<file path="config.mk">
export PLATFORM = sky130hd
export DESIGN_NAME = spi_shift_engine
export DESIGN_NICKNAME = d
export VERILOG_FILES = /design/src/rtl/spi_shift_engine.sv
export SDC_FILE = /design/constraint.sdc
export NUM_CORES = 1
export LEC_CHECK = 0
export BUFFER_PORTS_ARGS = -buffer_cell sky130_fd_sc_hd__buf_2
export CORE_MARGIN = 1
export CORE_UTILIZATION = 50
export DETAILED_ROUTE_END_ITERATION = 8
export GPL_TIMING_DRIVEN = 0
export PLACE_DENSITY = 0.7
export SYNTH_ARGS = -nofsm -noshare
export SYNTH_HDL_FRONTEND = slang
export SYNTH_SLANG_ARGS = --single-unit
</file>
<file path="constraint.sdc">
create_clock -name PCLK -period 1.2 [get_ports PCLK]
set_input_delay 0.12 -clock PCLK [delete_from_list [all_inputs] [get_ports PCLK]]
set_output_delay 0.12 -clock PCLK [all_outputs]
set_load 0.01 [all_outputs]
</file>
<file path="src/rtl/spi_shift_engine.sv">
// rtl/spi_shift_engine.sv - SPI serial shift data path between SCLK strobes and parallel words
module spi_shift_engine #(
  parameter int DATA_WIDTH = 8
) (
  input  logic                  PCLK,
  input  logic                  PRESET_n,
  input  logic                  ss_i,
  input  logic                  send_data_i,
  input  logic                  lsbfe_i,
  input  logic                  cpol_i,
  input  logic                  cpha_i,
  input  logic                  mosi_send_sclk_i,
  input  logic                  mosi_send_sclk0_i,
  input  logic                  miso_receive_sclk_i,
  input  logic                  miso_receive_sclk0_i,
  input  logic [DATA_WIDTH-1:0] data_mosi_i,
  input  logic                  miso_i,
  output logic                  mosi_o,
  output logic [DATA_WIDTH-1:0] data_miso_o,
  output logic                  rx_done_o,
  output logic                  busy_o
);

  // Counters must be able to hold DATA_WIDTH itself, hence the extra bit.
  localparam int CW = $clog2(DATA_WIDTH) + 1;
  localparam logic [CW-1:0] CNT_FULL = CW'(DATA_WIDTH);
  localparam logic [CW-1:0] CNT_LAST = CW'(DATA_WIDTH - 1);
  localparam logic [CW-1:0] CNT_ONE  = CW'(1);

  typedef enum logic [1:0] {
    ST_IDLE  = 2'd0,
    ST_LOAD  = 2'd1,
    ST_SHIFT = 2'd2
  } state_t;

  state_t state;
  state_t state_nxt;

  logic rst_meta;
  logic rst_sync_n;

  logic send_stb;
  logic recv_stb;

  logic [DATA_WIDTH-1:0] tx_sr;
  logic [DATA_WIDTH-1:0] rx_sr;
  logic [DATA_WIDTH-1:0] rx_next;
  logic [CW-1:0]         tx_cnt;
  logic [CW-1:0]         rx_cnt;
  logic [CW-1:0]         tx_idx;
  logic [CW-1:0]         rx_idx;
  logic                  tx_bit;
  logic                  tx_more;
  logic                  rx_more;
  logic                  rx_last;

  logic do_load;
  logic do_send;
  logic do_recv;
  logic do_finish;
  logic do_abort;

  // Reset asserts immediately but releases only after two clean PCLK edges.
  always_ff @(posedge PCLK or negedge PRESET_n) begin
    if (!PRESET_n) begin
      rst_meta   <= 1'b0;
      rst_sync_n <= 1'b0;
    end else begin
      rst_meta   <= 1'b1;
      rst_sync_n <= rst_meta;
    end
  end

  // Modes where polarity equals phase use the plain strobes, the others the *_sclk0 pair.
  assign send_stb = (cpol_i == cpha_i) ? mosi_send_sclk_i    : mosi_send_sclk0_i;
  assign recv_stb = (cpol_i == cpha_i) ? miso_receive_sclk_i : miso_receive_sclk0_i;

  assign tx_more = (tx_cnt < CNT_FULL);
  assign rx_more = (rx_cnt < CNT_FULL);
  assign rx_last = (rx_cnt == CNT_LAST);

  // Bit position addressed by each counter for the selected bit order.
  assign tx_idx = lsbfe_i ? tx_cnt : (CNT_LAST - tx_cnt);
  assign rx_idx = lsbfe_i ? rx_cnt : (CNT_LAST - rx_cnt);

  // Select the outgoing bit and build the receive word with the incoming bit merged in.
  always_comb begin
    tx_bit  = 1'b0;
    rx_next = rx_sr;
    for (int i = 0; i < DATA_WIDTH; i++) begin
      if (tx_idx == CW'(i)) tx_bit = tx_sr[i];
      if (rx_idx == CW'(i)) rx_next[i] = miso_i;
    end
  end

  // State register.
  always_ff @(posedge PCLK or negedge rst_sync_n) begin
    if (!rst_sync_n) state <= ST_IDLE;
    else             state <= state_nxt;
  end

  // Next-state logic; slave select going high wins over everything else in a frame.
  always_comb begin
    state_nxt = state;
    case (state)
      ST_IDLE: begin
        if (send_data_i && !ss_i) state_nxt = ST_LOAD;
      end
      ST_LOAD: begin
        state_nxt = ss_i ? ST_IDLE : ST_SHIFT;
      end
      ST_SHIFT: begin
        if (ss_i)                                   state_nxt = ST_IDLE;
        else if (recv_stb && rx_more && rx_last)    state_nxt = ST_IDLE;
      end
      default: state_nxt = ST_IDLE;
    endcase
  end

  // Per-state datapath controls.
  always_comb begin
    do_load   = 1'b0;
    do_send   = 1'b0;
    do_recv   = 1'b0;
    do_finish = 1'b0;
    do_abort  = 1'b0;
    case (state)
      ST_LOAD: begin
        if (ss_i) do_abort = 1'b1;
        else      do_load  = 1'b1;
      end
      ST_SHIFT: begin
        if (ss_i) begin
          do_abort = 1'b1;
        end else begin
          do_send   = send_stb && tx_more;
          do_recv   = recv_stb && rx_more;
          do_finish = recv_stb && rx_more && rx_last;
        end
      end
      default: ;
    endcase
  end

  // Shift registers, bit counters and the serial output.
  always_ff @(posedge PCLK or negedge rst_sync_n) begin
    if (!rst_sync_n) begin
      tx_sr  <= '0;
      rx_sr  <= '0;
      tx_cnt <= '0;
      rx_cnt <= '0;
      mosi_o <= 1'b0;
    end else if (do_load) begin
      tx_sr  <= data_mosi_i;
      rx_sr  <= '0;
      tx_cnt <= '0;
      rx_cnt <= '0;
    end else if (do_abort) begin
      tx_cnt <= '0;
      rx_cnt <= '0;
    end else begin
      if (do_send) begin
        mosi_o <= tx_bit;
        tx_cnt <= tx_cnt + CNT_ONE;
      end
      if (do_recv) begin
        rx_sr  <= rx_next;
        rx_cnt <= rx_cnt + CNT_ONE;
      end
    end
  end

  // Completed-word hand-off and busy flag, both aligned with the state register.
  always_ff @(posedge PCLK or negedge rst_sync_n) begin
    if (!rst_sync_n) begin
      data_miso_o <= '0;
      rx_done_o   <= 1'b0;
      busy_o      <= 1'b0;
    end else begin
      rx_done_o <= do_finish;
      busy_o    <= (state_nxt != ST_IDLE);
      if (do_finish) data_miso_o <= rx_next;
    end
  end

endmodule

</file>
# Yosys cells after proc, flatten, opt, wreduce, memory -nomap -nowiden
# Index checks and enable logic that the tools add are counted.
[classes]
n_shift = 0
n_eq_ne = 19
order_cmp = 2
add_sub_neg = 4
mul = 0
n_bitwise = 2
n_reduce_logical = 15
muxes = 44
div = 0
[op_table]
columns = ["cell", "n"]
rows = [
  ["4-bit by 3-bit equality test with 1-bit output, second input constant", 9],
  ["4-bit 2-to-1 mux", 8],
  ["1-bit 2-to-1 mux", 28],
  ["8-bit 2-to-1 mux", 3],
  ["4-bit by 2-bit equality test with 1-bit output, second input constant", 4],
  ["4-bit by 1-bit adder with 4-bit output, second input constant", 2],
  ["4-bit by 1-bit equality test with 1-bit output, second input constant", 2],
  ["4-bit logical NOT", 2],
  ["4-bit less-than comparator, second input constant", 2],
  ["2-bit 2-to-1 mux", 4],
  ["3-bit by 4-bit subtractor with 4-bit output, first input constant", 2],
  ["2-bit case mux with 3 select lines", 1],
  ["3-bit nonzero test", 2],
  ["1-bit logical AND", 4],
  ["2-bit nonzero test", 2],
  ["3-bit AND reduction", 1],
  ["2-bit by 1-bit equality test with 1-bit output, second input constant", 1],
  ["2-bit equality test, second input constant", 1],
  ["2-bit logical NOT", 1],
  ["2-bit != test, second input constant", 1],
  ["1-bit inverter", 2],
  ["2-bit AND reduction", 1],
  ["2-bit OR reduction", 1],
  ["1-bit equality test", 1],
  ["1-bit logical NOT", 1],
]
[word_totals]
ramBits = 0
mem_count = 0
ff_bits = 39
latch_bits = 0
out_inout_bits = 11
inputBits = 20
romBits = 0
word_cells = 97

# Logic depth before layout (Yosys ltp)
[logic_depth]
word_depth = 11
depth_mapped = 7
mapped_depth_nobuf = 6

# Least setup slack after synthesis
# No wires, ideal clock.
[synth_path]
kind = "register -> register"
from = "register rx_cnt[1]"
to = "register data_miso_o[0]"
path_slack_ns = -0.671
n_path_buf = 1
stages_incl_launch_ff = 6
period_less_slack_ns = 1.871
required_ns = 1.075
t_arrival_ns = 1.746
setup_time_ns = 0.125
cell_sequence = "dfrtp_1 buf_2 or3b_1 a211oi_1 mux2_2 mux2_4"
[synth_via]
elab_chain_cells = 5
elab_cells_between_ends = 10
cone_classes = "add/sub: 1; order compare: 1; eq/ne: 1; mux: 4; reduce/logical: 3"
[synth_rtl]
columns = ["item", "line", "text"]
rows = [
  ["start: declaration", "49", "logic [CW-1:0] rx_cnt;"],
  ["start signal: assignment", "168", "rx_cnt <= rx_cnt + CNT_ONE;"],
  ["branches (longest 5 deep; another with 3-bit by 4-bit subtractor with 4-bit output)", "-", ""],
  ["end signal: assignment", "182", "if (do_finish) data_miso_o <= rx_next;"],
  ["end: declaration", "19", "output logic [DATA_WIDTH-1:0] data_miso_o,"],
]
# Several ways; the timed one is not identified.
# A chain may end at the register's enable or synchronous reset.

# Final worst setup path
[layout_path]
from = "register rx_cnt[1]"
to = "register data_miso_o[4]"
[layout_via]
elab_chain_cells = 5
elab_cells_between_ends = 10
cone_classes = "add/sub: 1; order compare: 1; eq/ne: 2; mux: 4; reduce/logical: 2"
[layout_rtl]
columns = ["item"]
rows = [
  ["branches (longest 5 deep; another with 3-bit by 4-bit subtractor with 4-bit output)"],
]
# Several ways; the timed one is not identified.

==> metrics list <==
- TritonCTS buffer count: 5
- Synthesized instance count: ~230
* Nets: 324
- Via density: approximately 6
- Peak VDD IR: ~1400 µV
- The pre-antenna-repair detailed-routing pass consisted of 4 iterations.
- Most common cell after layout, fill and taps aside: sky130_fd_sc_hd__dfrtp_1
- Fraction of synthesized cell area taken by the top area cell type: 0.419
- After detailed routing, the number of remaining DRC violations is 0.
- The synthesized netlist occupies a cell area of about 2300 µm².
- The floorplan step set the die height to approximately 70 µm.
- Walking the worst path, the cells encountered are buf_6 > or3b_4 > a211oi_2 > mux2_4 > mux2_4.
- Clock root buffer master: sky130_fd_sc_hd__clkbuf_8
- The final reports fail on negative setup slack.
* Kind of end point of the critical path: flip-flop
* Count of pins over their slew limit: 0
- Wire length of the first global-routing pass: about 9.5 mm
- Area of the die: between 4000 and 5000 µm²
* Initial Util: 0.528
- The most critical setup path has its startpoint at rx_cnt[1]$_DFFE_PN0P_.
- Number of flip-flops and latches in the synthesized netlist: 39
- Ratio of cells with drive above 1 in the final layout: 0.515
* Unrepaired setup endpoints after global routing: yes
* Via total after detailed routing: roughly 2100
- Register area share after synthesis: 0.419
* Finished Layout Cells: roughly 350
* Pin count of the biggest net entering global routing: 38
- Share of synthesized registers carrying an async set or reset: 1.00
- At the placement stage, the worst setup path has a slack of -642 ps.
- The later pin in the worst-skew pair is clocked with a latency of 300 ps.
- Fill count: around 280
* Gp weighted congestion: about 0.9
- Aggregate negative setup slack: -13600 ps
- Utilization after layout: 0.791
* Grt ovf: 0
- Worst R2R Setup Slack: -720 ps
- At the pin with the least slew margin, the transition time is 859 ps.
- The largest single stage delay on the critical path is approximately 400 ps.
- The via count of the first global-routing pass was a little under 2000.
- Static leakage: roughly 1.5 nW
* CP Buf/Inv Count: 1
- Worst-case headroom to the max-slew limit: 0.427
* Post-synth top flop: sky130_fd_sc_hd__dfrtp_1
* Clk pin slew, worst setup/hold paths: around 80 ps
- Post-synthesis cell type with the largest combined area: sky130_fd_sc_hd__dfrtp_1
- STA classifies the critical path startpoint as a flip-flop.
* Total wire length: about 6.6 mm
- After synthesis, the cell types taking the most area are sky130_fd_sc_hd__dfrtp_1, sky130_fd_sc_hd__mux2i_1, sky130_fd_sc_hd__nand2_1.
* Count of endpoints failing hold in the final timing report: 0
- Hold timing on the final database bottoms out at a slack of around 18 ps.
- Post-DRT Antenna Nets: 0
- CTS built an H-tree with a depth of 2.
- The run finished, with violations left.
* Placeable core region: between 4000 and 5000 µm²
- Measured in cells, the most critical reg-to-reg path has a length of 5.
- Antenna violations before repair: 0
* Origin of the critical flop-to-flop path: rx_cnt[1]$_DFFE_PN0P_
* Cell repeated most along the worst path: sky130_fd_sc_hd__mux2_4
- Endpoint required time on the critical path: 1390 ps
* Number of nets in the synthesized netlist: 259
* Max Clock Skew: slightly above 10 ps
- Setup slack on the critical path of the routed design comes to -718 ps.
- The slowest stage of the critical path belongs to the cell sky130_fd_sc_hd__dfrtp_1.
* Die width: around 70 µm
- F_max: 0.521 GHz
* Number of setup violations in the final report: 37
- The kind of cell with the highest combined delay along the critical path is multiplexers.
* Worst setup path end: data_miso_o[4]$_DFFE_PN0P_
- The Yosys step of the flow raised 0 warnings.
- Mapped Avg Cell Area: ~10 µm²
- Final worst path period share: 1.60
- Row Count: 24
* Post-synthesis to final-layout area growth: 49.7%
- In this run the number of cells on the critical path is 5.
- Time the final worst path needs with I/O delays and setup: roughly 1900 ps
* Input/output buffers: 28
* Sequential cell area in the final layout: around 980 µm²
- Max-cap violations: 0
* Number of flops mapped to enable cells by yosys: 0
* Commonest non-fill, non-tap cells in the layout: sky130_fd_sc_hd__dfrtp_1, sky130_fd_sc_hd__buf_2, sky130_fd_sc_hd__mux2i_1
- The repair_antennas step left the layout with diodes totalling 0.
* Post-synthesis cell type count: 50
- Post-detailed-placement half-perimeter wirelength: between 3 and 4 mm
- CTS tree: built
- Dividing total power by cell area gives a power density of 1640 nW/µm².
- Final instance area: around 3500 µm²
- The longest clock path from root to sink contains 2 buffers.
- GR Util All Layers: 0.245
* Post-route total power: roughly 5.7 mW
- CP arrival: around 2100 ps
* Critical setup path kind: reg2reg
- After detailed routing, the average wire length per cell comes to roughly 19 µm.
- Class of the most critical hold timing path: in2reg
- In this run the cell area measured after placement is around 2700 µm².
- For this block, the initial DRC count from the detailed router was between 100 and 150.
- # clock sinks: 39
- Multi-input combinational cell area: ~1600 µm²
- R2r endpoint: data_miso_o[4]$_DFFE_PN0P_
- Along the worst path, the maximum fanout reaches 6.
- In this run the count of I/O pins placed on the die edge is 31.
- The number of placed instances, taps included, is ~310.
## layout make-up
type,instances,area share
tap,52,0.0186
buffer,15,0.0463
inverter,11,0.0118
multi-input combinational,166,0.473
timing repair buffer,60,0.132
clock buffer,6,0.0208
sequential,39,0.281
clock inverter,2,0.0172
## tightest hold or removal path: stages
cell and delay, ps:
sky130_fd_sc_hd__buf_2 70, sky130_fd_sc_hd__nand2_1 40, sky130_fd_sc_hd__nand2_1 50
## Yosys cell counts (5+ instances only)
library cell and count:
sky130_fd_sc_hd__dfrtp_1 39, sky130_fd_sc_hd__nand2_1 39, sky130_fd_sc_hd__mux2i_1 28, sky130_fd_sc_hd__inv_1 11
sky130_fd_sc_hd__a21oi_1 8, sky130_fd_sc_hd__buf_2 6, sky130_fd_sc_hd__ha_1 6, sky130_fd_sc_hd__a211o_1 5
sky130_fd_sc_hd__nand2b_1 5, sky130_fd_sc_hd__nor2_1 5, sky130_fd_sc_hd__nor2b_1 5, sky130_fd_sc_hd__nor4_2 5
sky130_fd_sc_hd__o21ai_0 5
## logic make-up (layout without fill, tap and decap cells)
family,Yosys count,after routing,share of synthesized area
adder cells (fa/ha/maj),6,6,0.0322
AND/OR/NAND/NOR,84,84,0.205
XOR/XNOR,3,3,0.0145
other,1,1,0.00161
buffers and inverters,28,94,0.0596
multiplexers,34,34,0.154
AO/OA/AOI/OAI,38,38,0.115
flip-flops,39,39,0.419
## report_power, final
group,switching [mW],total [mW],internal [mW]
clock network,0.479,1.31,0.832
registers,0.287,1.84,1.55
logic,1.35,2.59,1.24
## sequential cells by signal, summed over array words and instances (netlist names)
signal and flops:
busy_o 1, rst_sync_n 1, rx_cnt 4, tx_cnt 4
mosi_o 1, tx_sr 8, rx_sr 8, rx_done_o 1
state 2, data_miso_o 8, rst_meta 1
## worst min-delay path by stage
stage | from | cells past startpoint | end | slack (ps)
after floorplan | PRESET_n | 0 | rst_meta$_DFF_PN0_ | -180
after global placement | PRESET_n | 1 | rst_meta$_DFF_PN0_ | -90
after detailed placement | PRESET_n | 1 | rst_meta$_DFF_PN0_ | -90
after CTS | data_mosi_i[5] | 3 | tx_sr[5]$_DFFE_PN0P_ | 7
after global routing | data_mosi_i[6] | 3 | tx_sr[6]$_DFFE_PN0P_ | 40
final | data_mosi_i[5] | 3 | tx_sr[5]$_DFFE_PN0P_ | 20
## metal layers
layer / vias up / global-route usage / wire length (µm)
li1: 968 / - / -
met1: 1055 / 0.338 / 2910
met2: 66 / 0.380 / 3140
met3: 18 / 0.0462 / 333
met4: 0 / 0.0933 / 199
met5: - / 0 / 0
## timing repair
item	4_1_cts	5_1_grt
endpoints found under the setup margin	37	37
gates cloned	0	1
setup buffers	17	15
endpoints found under the hold margin	2	0
resized for setup	29	48
hold buffers	1	0
pin swaps	19	33
No activity file was read; power rests on OpenSTA's default activity.
